===== src/rtl/gain_coeff_ctrl.sv =====
// Gain coefficient controller: accumulates per-channel peaks over NFRAME frames,
// derives a 16-bit window LSB index with hysteresis, and applies it at frame_start.
module gain_coeff_ctrl #(
  parameter int NFRAME      = 4,
  parameter int HEADROOM    = 1,
  parameter int HYST        = 1,
  parameter int RESET_COEFF = 16
) (
  input  logic        clk,
  input  logic        rst,
  input  logic        frame_start,
  input  logic        frame_end,
  input  logic        auto_en,
  input  logic [15:0] man_coeff_I,
  input  logic [15:0] man_coeff_Q,
  input  logic [15:0] man_coeff_U,
  input  logic [15:0] man_coeff_V,
  input  logic [47:0] max_I,
  input  logic [47:0] max_Q,
  input  logic [47:0] max_U,
  input  logic [47:0] max_V,
  output logic [15:0] scaled_coeff_I,
  output logic [15:0] scaled_coeff_Q,
  output logic [15:0] scaled_coeff_U,
  output logic [15:0] scaled_coeff_V,
  output logic        coeff_upd,
  output logic        busy,
  output logic        ovf
);

  localparam int                FW        = $clog2(NFRAME);
  localparam logic [FW-1:0]     FCNT_LAST = FW'(NFRAME - 1);
  localparam logic [5:0]        RST_C     = 6'(RESET_COEFF);
  localparam logic [5:0]        COEFF_MAX = 6'd32;
  localparam logic signed [8:0] TGT_OFS   = 9'(HEADROOM - 15);
  localparam logic signed [8:0] TGT_MAX   = 9'sd32;
  localparam logic [6:0]        HYST_W    = 7'(HYST);

  typedef enum logic [1:0] {
    IDLE   = 2'd0,
    SCAN   = 2'd1,
    COMMIT = 2'd2
  } state_e;

  state_e            state_q, state_d;
  logic [1:0]        ch_q, ch_d;
  logic [FW-1:0]     fcnt_q, fcnt_d;
  logic [3:0][47:0]  peak_q, peak_d;
  logic [3:0][47:0]  work_q, work_d;
  logic [3:0][5:0]   res_q, res_d;
  logic [3:0][5:0]   shadow_q, shadow_d;
  logic [3:0][5:0]   active_q, active_d;
  logic              pending_q, pending_d;
  logic              upd_q, upd_d;
  logic              ovf_q, ovf_d;

  logic [3:0][47:0]  max_in;
  logic [3:0][15:0]  man_in;
  logic [3:0][47:0]  pk_max;
  logic              is_dec;

  logic [47:0]       scan_work;
  logic [5:0]        scan_cur;
  logic [5:0]        msb_idx;
  logic              msb_vld;
  logic signed [8:0] tgt_raw;
  logic [5:0]        tgt;
  logic [6:0]        drop;
  logic [5:0]        new_coeff;

  assign max_in = {max_V, max_U, max_Q, max_I};
  assign man_in = {man_coeff_V, man_coeff_U, man_coeff_Q, man_coeff_I};

  // Peak tracking and frame counting
  always_comb begin
    is_dec = frame_end && (fcnt_q == FCNT_LAST);
    fcnt_d = fcnt_q;
    peak_d = peak_q;
    for (int unsigned c = 0; c < 4; c++) begin
      pk_max[c] = (max_in[c] > peak_q[c]) ? max_in[c] : peak_q[c];
    end
    if (frame_end) begin
      fcnt_d = (fcnt_q == FCNT_LAST) ? '0 : fcnt_q + FW'(1);
      peak_d = is_dec ? '0 : pk_max;
    end
  end

  // Per-channel target: leading-one position plus headroom, clamped to 0..32
  always_comb begin
    scan_work = work_q[ch_q];
    scan_cur  = active_q[ch_q];
    msb_idx   = '0;
    msb_vld   = 1'b0;
    for (int unsigned i = 0; i < 48; i++) begin
      if (scan_work[i]) begin
        msb_idx = 6'(i);
        msb_vld = 1'b1;
      end
    end
    tgt_raw = $signed({3'b000, msb_idx}) + TGT_OFS;
    if (!msb_vld || tgt_raw[8]) begin
      tgt = '0;
    end else if (tgt_raw > TGT_MAX) begin
      tgt = COEFF_MAX;
    end else begin
      tgt = tgt_raw[5:0];
    end
    drop = '0;
    if (tgt > scan_cur) begin
      new_coeff = tgt;
    end else begin
      drop      = {1'b0, scan_cur - tgt};
      new_coeff = (drop > HYST_W) ? tgt : scan_cur;
    end
  end

  // FSM, shadow and active coefficient update
  always_comb begin
    state_d   = state_q;
    ch_d      = ch_q;
    work_d    = work_q;
    res_d     = res_q;
    shadow_d  = shadow_q;
    active_d  = active_q;
    pending_d = pending_q;
    ovf_d     = ovf_q;

    unique case (state_q)
      IDLE: begin
        if (is_dec) begin
          work_d  = pk_max;
          ch_d    = '0;
          state_d = SCAN;
        end
      end
      SCAN: begin
        res_d[ch_q] = new_coeff;
        ch_d        = ch_q + 2'd1;
        if (ch_q == 2'd3) begin
          state_d = COMMIT;
        end
      end
      COMMIT: begin
        state_d = IDLE;
      end
      default: begin
        state_d = IDLE;
      end
    endcase

    if (is_dec && (state_q != IDLE)) begin
      ovf_d = 1'b1;
    end

    if (frame_start) begin
      if (auto_en) begin
        if (pending_q) begin
          active_d  = shadow_q;
          pending_d = 1'b0;
        end
      end else begin
        for (int unsigned c = 0; c < 4; c++) begin
          active_d[c] = (man_in[c] > 16'd32) ? COEFF_MAX : man_in[c][5:0];
        end
        pending_d = 1'b0;
      end
    end

    // A commit coinciding with frame_start must survive the apply's pending clear
    if (state_q == COMMIT) begin
      shadow_d  = res_q;
      pending_d = 1'b1;
    end

    upd_d = (active_d != active_q);
  end

  always_ff @(posedge clk) begin
    if (rst) begin
      state_q   <= IDLE;
      ch_q      <= '0;
      fcnt_q    <= '0;
      peak_q    <= '0;
      work_q    <= '0;
      res_q     <= '0;
      shadow_q  <= {4{RST_C}};
      active_q  <= {4{RST_C}};
      pending_q <= 1'b0;
      upd_q     <= 1'b0;
      ovf_q     <= 1'b0;
    end else begin
      state_q   <= state_d;
      ch_q      <= ch_d;
      fcnt_q    <= fcnt_d;
      peak_q    <= peak_d;
      work_q    <= work_d;
      res_q     <= res_d;
      shadow_q  <= shadow_d;
      active_q  <= active_d;
      pending_q <= pending_d;
      upd_q     <= upd_d;
      ovf_q     <= ovf_d;
    end
  end

  assign scaled_coeff_I = {10'b0, active_q[0]};
  assign scaled_coeff_Q = {10'b0, active_q[1]};
  assign scaled_coeff_U = {10'b0, active_q[2]};
  assign scaled_coeff_V = {10'b0, active_q[3]};
  assign coeff_upd      = upd_q;
  assign busy           = (state_q != IDLE);
  assign ovf            = ovf_q;

endmodule


===== config.mk =====
export PLATFORM = sky130hd
export DESIGN_NAME = gain_coeff_ctrl
export DESIGN_NICKNAME = d
export VERILOG_FILES = /design/src/rtl/gain_coeff_ctrl.sv
export SDC_FILE = /design/constraint.sdc
export NUM_CORES = 2
export LEC_CHECK = 0
export BUFFER_PORTS_ARGS = -buffer_cell sky130_fd_sc_hd__buf_2
export CAP_MARGIN = 20
export CORE_AREA = 2 2 219 221
export CTS_BUF_LIST = sky130_fd_sc_hd__clkbuf_4 sky130_fd_sc_hd__clkbuf_8
export DETAILED_ROUTE_END_ITERATION = 16
export DIE_AREA = 0 0 221 223
export PLACE_DENSITY = 0.82
export SLEW_MARGIN = 30
export SYNTH_ARGS = -nofsm -noshare
export SYNTH_HDL_FRONTEND = slang
export SYNTH_SLANG_ARGS = --single-unit

===== constraint.sdc =====
create_clock -name clk -period 6 [get_ports clk]
set_input_delay 1.2 -clock clk [delete_from_list [all_inputs] [get_ports clk]]
set_output_delay 1.2 -clock clk [all_outputs]
set_load 0.1 [all_outputs]

# Yosys cells after proc, flatten, opt, wreduce, memory -nomap -nowiden
# Cells that the tools add are included.
dict set report word_totals {
  word_cells 188
  output_inout_bits 67
  regBits 465
  in_bits 261
}
dict set report classes {
  muxes 126
  n_reduce_logical 12
  magnitude_cmp 13
  addsub 4
  n_eq_ne 7
}
# op count
set ops {}
lappend ops {{$mux W6} 56}
lappend ops {{$mux W48} 5}
lappend ops {{$gt A48 B48 Y1} 4}
lappend ops {{$mux W192} 1}
lappend ops {{$bmux W48 S2} 1}
lappend ops {{$mux W24} 3}
lappend ops {{$gt A16 B6 Y1 const B} 4}
lappend ops {{$mux W1} 51}
lappend ops {{$bwmux W24} 1}
lappend ops {{$ne A24 B24 Y1} 1}
lappend ops {{$bmux W6 S2} 1}
lappend ops {{$demux W6 S2} 1}
lappend ops {{$add A7 B5 Y8 const B} 1}
lappend ops {{$gt A8 B7 Y1 const B} 1}
lappend ops {{$mux W2} 4}
lappend ops {{$pmux W2 S2} 2}
lappend ops {{$eq A2 B2 Y1 const B} 3}
lappend ops {{$gt A6 B1 Y1 const B} 1}
lappend ops {{$gt A6 B6 Y1} 1}
lappend ops {{$reduce_and A2 Y1} 3}
lappend ops {{$reduce_bool A2 Y1} 3}
lappend ops {{$sub A6 B6 Y6} 1}
lappend ops {{$add A2 B1 Y2 const B} 2}
lappend ops {{$ne A2 B2 Y1 const B} 2}
lappend ops {{other kinds (7)} 9}

# Longest topological paths before layout
dict set report depth {
  ltp_word 58
  ltp_mapped 24
  depth_no_buf 21
}

# Worst setup path before layout
# Ideal clock, no wire load.
dict set report synth_timing {
  path_kind {reg-to-reg}
  from {register ch_q[0]}
  to {register res_q[4] (netlist bit)}
  period_less_slack_ps 5492
  n_path_buf 3
  path_stages_with_launch 20
  arrival_ps 5354
  t_required_ps 5861
  setup_time_ps 139
  slack_ps 508
  cell_sequence {dfxtp_1 buf_6 buf_4 buf_2 mux4_2 nor2_1 o31ai_1 a221oi_2 o31ai_4 ha_1 o21ai_0 a21oi_2 nor2_2 nand3_1 ha_1 or4b_2 a221oi_1 inv_1 a41oi_2 a211oi_2}
}
dict set report synth_between {
  elab_chain_len 58
  word_cells_on_any_way 116
  classes_between {add/sub: 2; order compare: 5; mux: 106; reduce/logical: 3}
}
# item line_no
set synth_lines {}
lappend synth_lines {{start, declared} 46} ;# logic [1:0] ch_q, ch_d;
lappend synth_lines {{start signal, assigned} 193} ;# ch_q <= ch_d;
lappend synth_lines {{$bmux W48 S2} 90} ;# scan_work = work_q[ch_q];
lappend synth_lines {{$mux W48 (implied by the code)} 90}
lappend synth_lines {{$mux W1} 95} ;# if (scan_work[i]) begin
lappend synth_lines {{$mux W6 or $mux W1 (tied branches) (46 in series)} 95}
lappend synth_lines {{$add A7 B5 Y8 or $mux W1 (tied branches)} {100, 95}}
lappend synth_lines {{$gt A8 B7 Y1 or $logic_not A1 Y1 (tied branches)} {103, 101}}
lappend synth_lines {{$mux W6 or $logic_or A1 B1 Y1 (tied branches)} {103, 101}}
lappend synth_lines {{$mux W6} 101} ;# if (!msb_vld || tgt_raw[8]) begin
lappend synth_lines {{$sub A6 B6 Y6} 112} ;# drop = {1'b0, scan_cur - tgt};
lappend synth_lines {{$gt A6 B1 Y1} 113} ;# new_coeff = (drop > HYST_W) ? tgt : scan_cur;
lappend synth_lines {{$mux W6} 113}
lappend synth_lines {{$mux W6} 109} ;# if (tgt > scan_cur) begin
lappend synth_lines {{$bwmux W24 (*)} 137} ;# res_d[ch_q] = new_coeff;
lappend synth_lines {{end signal, assigned} 197} ;# res_q <= res_d;
lappend synth_lines {{end, declared} 50} ;# logic [3:0][5:0] res_q, res_d;
# Every way passes the cells marked *; elsewhere a longest branch is shown, timed or not. The select of a mux whose other input is x is not followed.
# A chain may end at the register's enable or synchronous reset.

# Worst setup path after layout
dict set report layout_timing {
  from {register ch_q[0]}
  to {register res_q[11] (netlist bit)}
}
# The elaborated chain is that of the path after synthesis.

==> out/summary.md <==
- run status: finished clean
- num rows: 80
- path class of the lowest-slack min-delay path: flop to flop
- clock transition at the registers of the reported paths: 0.06 ns
- number of cells on the worst hold path: 2
- Req. time, crit path: 6.50 ns
- Max Fclk: 177 MHz
- actual slew at the worst max-slew pin: 0.982 ns
- PnR Total Power: 8.59 mW
- total standard cell area after synthesis: 0.0278 sq mm
- antenna viol nets, final: 0
- share of synthesized registers carrying an async set or reset: 0%
- final setup violation count: 0
- residual DRC count: 0
- number of primary I/O pins: 328
- clock network latency to the later pin of the worst-skew pair: 0.69 ns
- pin count of the biggest net entering global routing: 238
- Max Slew Vio Count: 0
- Final Cell Area: 0.0312 sq mm
- area added between synthesis and finish: 12.2%
- initial core utilization: 58.9%
- setup slack at placement: 0.367 ns
- area leader, netlist: sky130_fd_sc_hd__dfxtp_1
- Die Footprint: 0.0493 sq mm
- RR Endpoint: res_q[11]$_SDFFE_PP0P_
- Largest stage delay, worst path: 0.64 ns
- dominant cell by count in the synthesized netlist: sky130_fd_sc_hd__dfxtp_1
- final critical-path setup slack: 0.356 ns
- number of flops mapped to enable cells by yosys: 0
- arrival time worst endpoint: 6.15 ns
- Final Hold Fails: 0
- Post-Route Setup TNS: 0 ns
- via-per-instance ratio: 6.66
- end point of the worst hold path: shadow_q[5]$_SDFFE_PP0P_
- Critical Path Fanout Max: 8
- r2r startpoint: ch_q[0]$_SDFFE_PP0P_
- RSZ-0062 raised after global routing: no
- detailed-route wire length: 91800 um
- count of max-cap constraint violations: 0
- Max H-tree Level: 3
- power density of the placed cells: 276 mW/mm^2
- wire length of the first global-routing pass: 142000 um
- dominant synthesized flop cell: sky130_fd_sc_hd__dfxtp_1
- library cells used by synthesis: 84
- Chip Height: 223 um
- worst clock skew: 0.0291 ns
- Yosys Warn Count: 0
- number of search-and-repair iterations in the first detailed-routing pass: 8
- post-route worst hold slack: 0.449 ns
- per-cell routed wire length: 22.7 um
- kind of end point of the critical path: flop
- share of the clock period used by the worst path: 94.1%
- GRT Resource Usage Total: 35.8%
- crit-path cells: buf_12 -> mux4_2 -> or4_1 -> o211ai_1 -> a31o_2 -> a31oi_1 -> o211ai_1 -> ha_1 -> o21ai_0 -> a21oi_2 -> nor2_2 -> nand3_1 -> ha_1 -> or4b_2 -> a221oi_1 -> buf_4 -> mux2i_1 -> a211oi_1
- number of filler instances in the final layout: 3848
- cell count after placement: 3884
- DIE WIDTH: 221 um
- number of nets at the end of the flow: 3827
- antenna violations before repair: 13
- Setup Crit Path Kind: flop to flop
- share of layout cells above drive strength 1: 18.1%
- fraction of synthesized cell area taken by the top area cell type: 33.2%
- clock tree from TritonCTS: yes
- gpl congestion: 0.991
- Post-Synthesis Mean Instance Area: 8.61 sq um
- half-perimeter wire length after placement: 64500 um
- maximum root-to-sink buffer count: 3
- top cells by area in the synthesized netlist: sky130_fd_sc_hd__dfxtp_1, sky130_fd_sc_hd__ha_1, sky130_fd_sc_hd__nor2_1
- worst relative slew slack: 33.9%
- static power due to leakage: 11.6 nW
- final design utilization: 66.1%
- min-delay src: res_q[5]$_SDFFE_PP0P_
- floorplan core area: 0.0471 sq mm
- starting DRC count in detailed routing: 2974
- final std cells w/o fill: 4042
- total clock buffers created by CTS: 81
- Worst Setup Start Kind: flop
- number of synthesized register bits: 461
- CTS root buf: sky130_fd_sc_hd__clkbuf_8
- total of hold buffers inserted after clock tree synthesis: 0
- synthesized instance count: 3226
- final worst path period need: 5.64 ns
- cell at the slowest stage of the critical path: sky130_fd_sc_hd__or4b_2
- post-synthesis sequential area ratio: 33.2%
- area after detailed placement: 0.0293 sq mm
- R2R depth: 18
- top cells by instance count after synthesis: sky130_fd_sc_hd__dfxtp_1, sky130_fd_sc_hd__nor2_1, sky130_fd_sc_hd__clkbuf_1
- routed via count: 26.9k
- worst ir drop on vdd: 0.180 mV
- GR Overflow Total: 0
- CTS Sinks: 461
- number of buffers inserted by port buffering: 287
- register-to-register setup slack: 0.36 ns
- via count of the first global-routing pass: 25.9k
==> final cells by class <==
class	instances	area (sq um)	share of cell area (%)
Multi-Input combinational cell	2253	16600	53.1
Clock inverter	9	97.6	0.313
Clock buffer	127	1580	5.07
Antenna cell	13	32.5	0.104
Sequential cell	461	9240	29.6
Timing Repair Buffer	344	2080	6.66
Tap cell	615	769	2.47
Inverter	220	826	2.65
==> power breakdown <==
group	switching, mW	total [mW]	internal, mW	leakage [nW]
registers	0.140	3.39	3.25	3.75
logic	1.39	2.13	0.735	6.96
clock network	1.34	3.08	1.74	0.895
==> flip-flops by register name, indices dropped and copies added (netlist names) <==
| register | count |
|---|---|
| res_q | 24 |
| scaled_coeff_Q | 6 |
| scaled_coeff_U | 6 |
| scaled_coeff_V | 6 |
| peak_q | 192 |
| scaled_coeff_I | 6 |
| state_q | 2 |
| ch_q | 2 |
| ovf | 1 |
| fcnt_q | 2 |
| work_q | 188 |
| coeff_upd | 1 |
| pending_q | 1 |
| shadow_q | 24 |
==> metal layers <==
metal / part of all wire [%] / track usage [%]
met1: 38 / 42.5
met2: 46 / 58.1
met3: 7.2 / 5.11
met4: 8.5 / 29.0
met5: 0 / 0
==> placed cells by master (no fill, tap or decap), types with 11 or more instances in the layout <==
cell	synthesis	final
sky130_fd_sc_hd__nand2_1	76	76
sky130_fd_sc_hd__diode_2	0	13
sky130_fd_sc_hd__nor2b_1	23	22
sky130_fd_sc_hd__nand3_1	164	163
sky130_fd_sc_hd__buf_4	42	42
sky130_fd_sc_hd__buf_12	1	11
sky130_fd_sc_hd__a311oi_1	97	97
sky130_fd_sc_hd__conb_1	1	40
sky130_fd_sc_hd__o221a_2	47	47
sky130_fd_sc_hd__o311ai_0	41	41
sky130_fd_sc_hd__a21o_1	57	57
sky130_fd_sc_hd__clkbuf_4	0	27
sky130_fd_sc_hd__o311a_1	47	47
sky130_fd_sc_hd__nor3_1	20	19
sky130_fd_sc_hd__nand4_1	144	144
sky130_fd_sc_hd__mux2i_1	37	36
sky130_fd_sc_hd__nor2_1	414	414
sky130_fd_sc_hd__nand2b_1	57	56
sky130_fd_sc_hd__inv_1	219	219
sky130_fd_sc_hd__mux4_2	50	50
sky130_fd_sc_hd__nor4_1	27	25
sky130_fd_sc_hd__ha_1	204	203
sky130_fd_sc_hd__o211ai_1	14	14
sky130_fd_sc_hd__o21ai_0	138	137
sky130_fd_sc_hd__a211o_1	57	57
sky130_fd_sc_hd__a22o_1	97	97
sky130_fd_sc_hd__clkbuf_8	0	100
sky130_fd_sc_hd__dfxtp_1	461	459
sky130_fd_sc_hd__a31oi_1	52	52
sky130_fd_sc_hd__nor3b_1	49	49
sky130_fd_sc_hd__a21oi_1	86	86
sky130_fd_sc_hd__xnor2_1	15	15
sky130_fd_sc_hd__a211oi_1	41	40
sky130_fd_sc_hd__a2111o_1	48	48
sky130_fd_sc_hd__buf_2	9	286
==> kinds of logic after synthesis <==
logic type / Yosys count / synth area share, %
other: 1 / 0.0135
adder cells (fa/ha/maj): 205 / 9.26
multiplexers: 91 / 5.71
buffers and inverters: 551 / 8.16
XOR/XNOR: 23 / 0.725
AND/OR/NAND/NOR: 1011 / 18.0
AO/OA/AOI/OAI: 883 / 25.0
flip-flops: 461 / 33.2
==> worst max path at each step <==
stage                               startpoint                     end  slack (ns)
after detailed placement  ch_q[0]$_SDFFE_PP0P_  res_q[11]$_SDFFE_PP0P_        0.37
after global routing      ch_q[0]$_SDFFE_PP0P_  res_q[17]$_SDFFE_PP0P_         0.1
after global placement    ch_q[0]$_SDFFE_PP0P_   res_q[1]$_SDFFE_PP0P_        0.49
final                     ch_q[0]$_SDFFE_PP0P_  res_q[11]$_SDFFE_PP0P_        0.36
after CTS                 ch_q[0]$_SDFFE_PP0P_  res_q[11]$_SDFFE_PP0P_        0.34
after floorplan           ch_q[0]$_SDFFE_PP0P_   res_q[4]$_SDFFE_PP0P_        0.51
==> critical path, delay by kind of cell (launching register included) <==
kind,cells,cell delay (ns)
AOI/OAI and AO/OA,8,1.70
and+or+nand+nor,4,1.50
muxes,2,0.89
adders and majority gates,2,0.54
DFF,1,0.44
buffers and inverters,2,0.38
==> repair_timing <==
action	in CTS	in global routing
gates resized for setup	0	1
endpoints found under the setup margin	0	10
setup buffers	0	6
(Power assumes the default switching activity.)
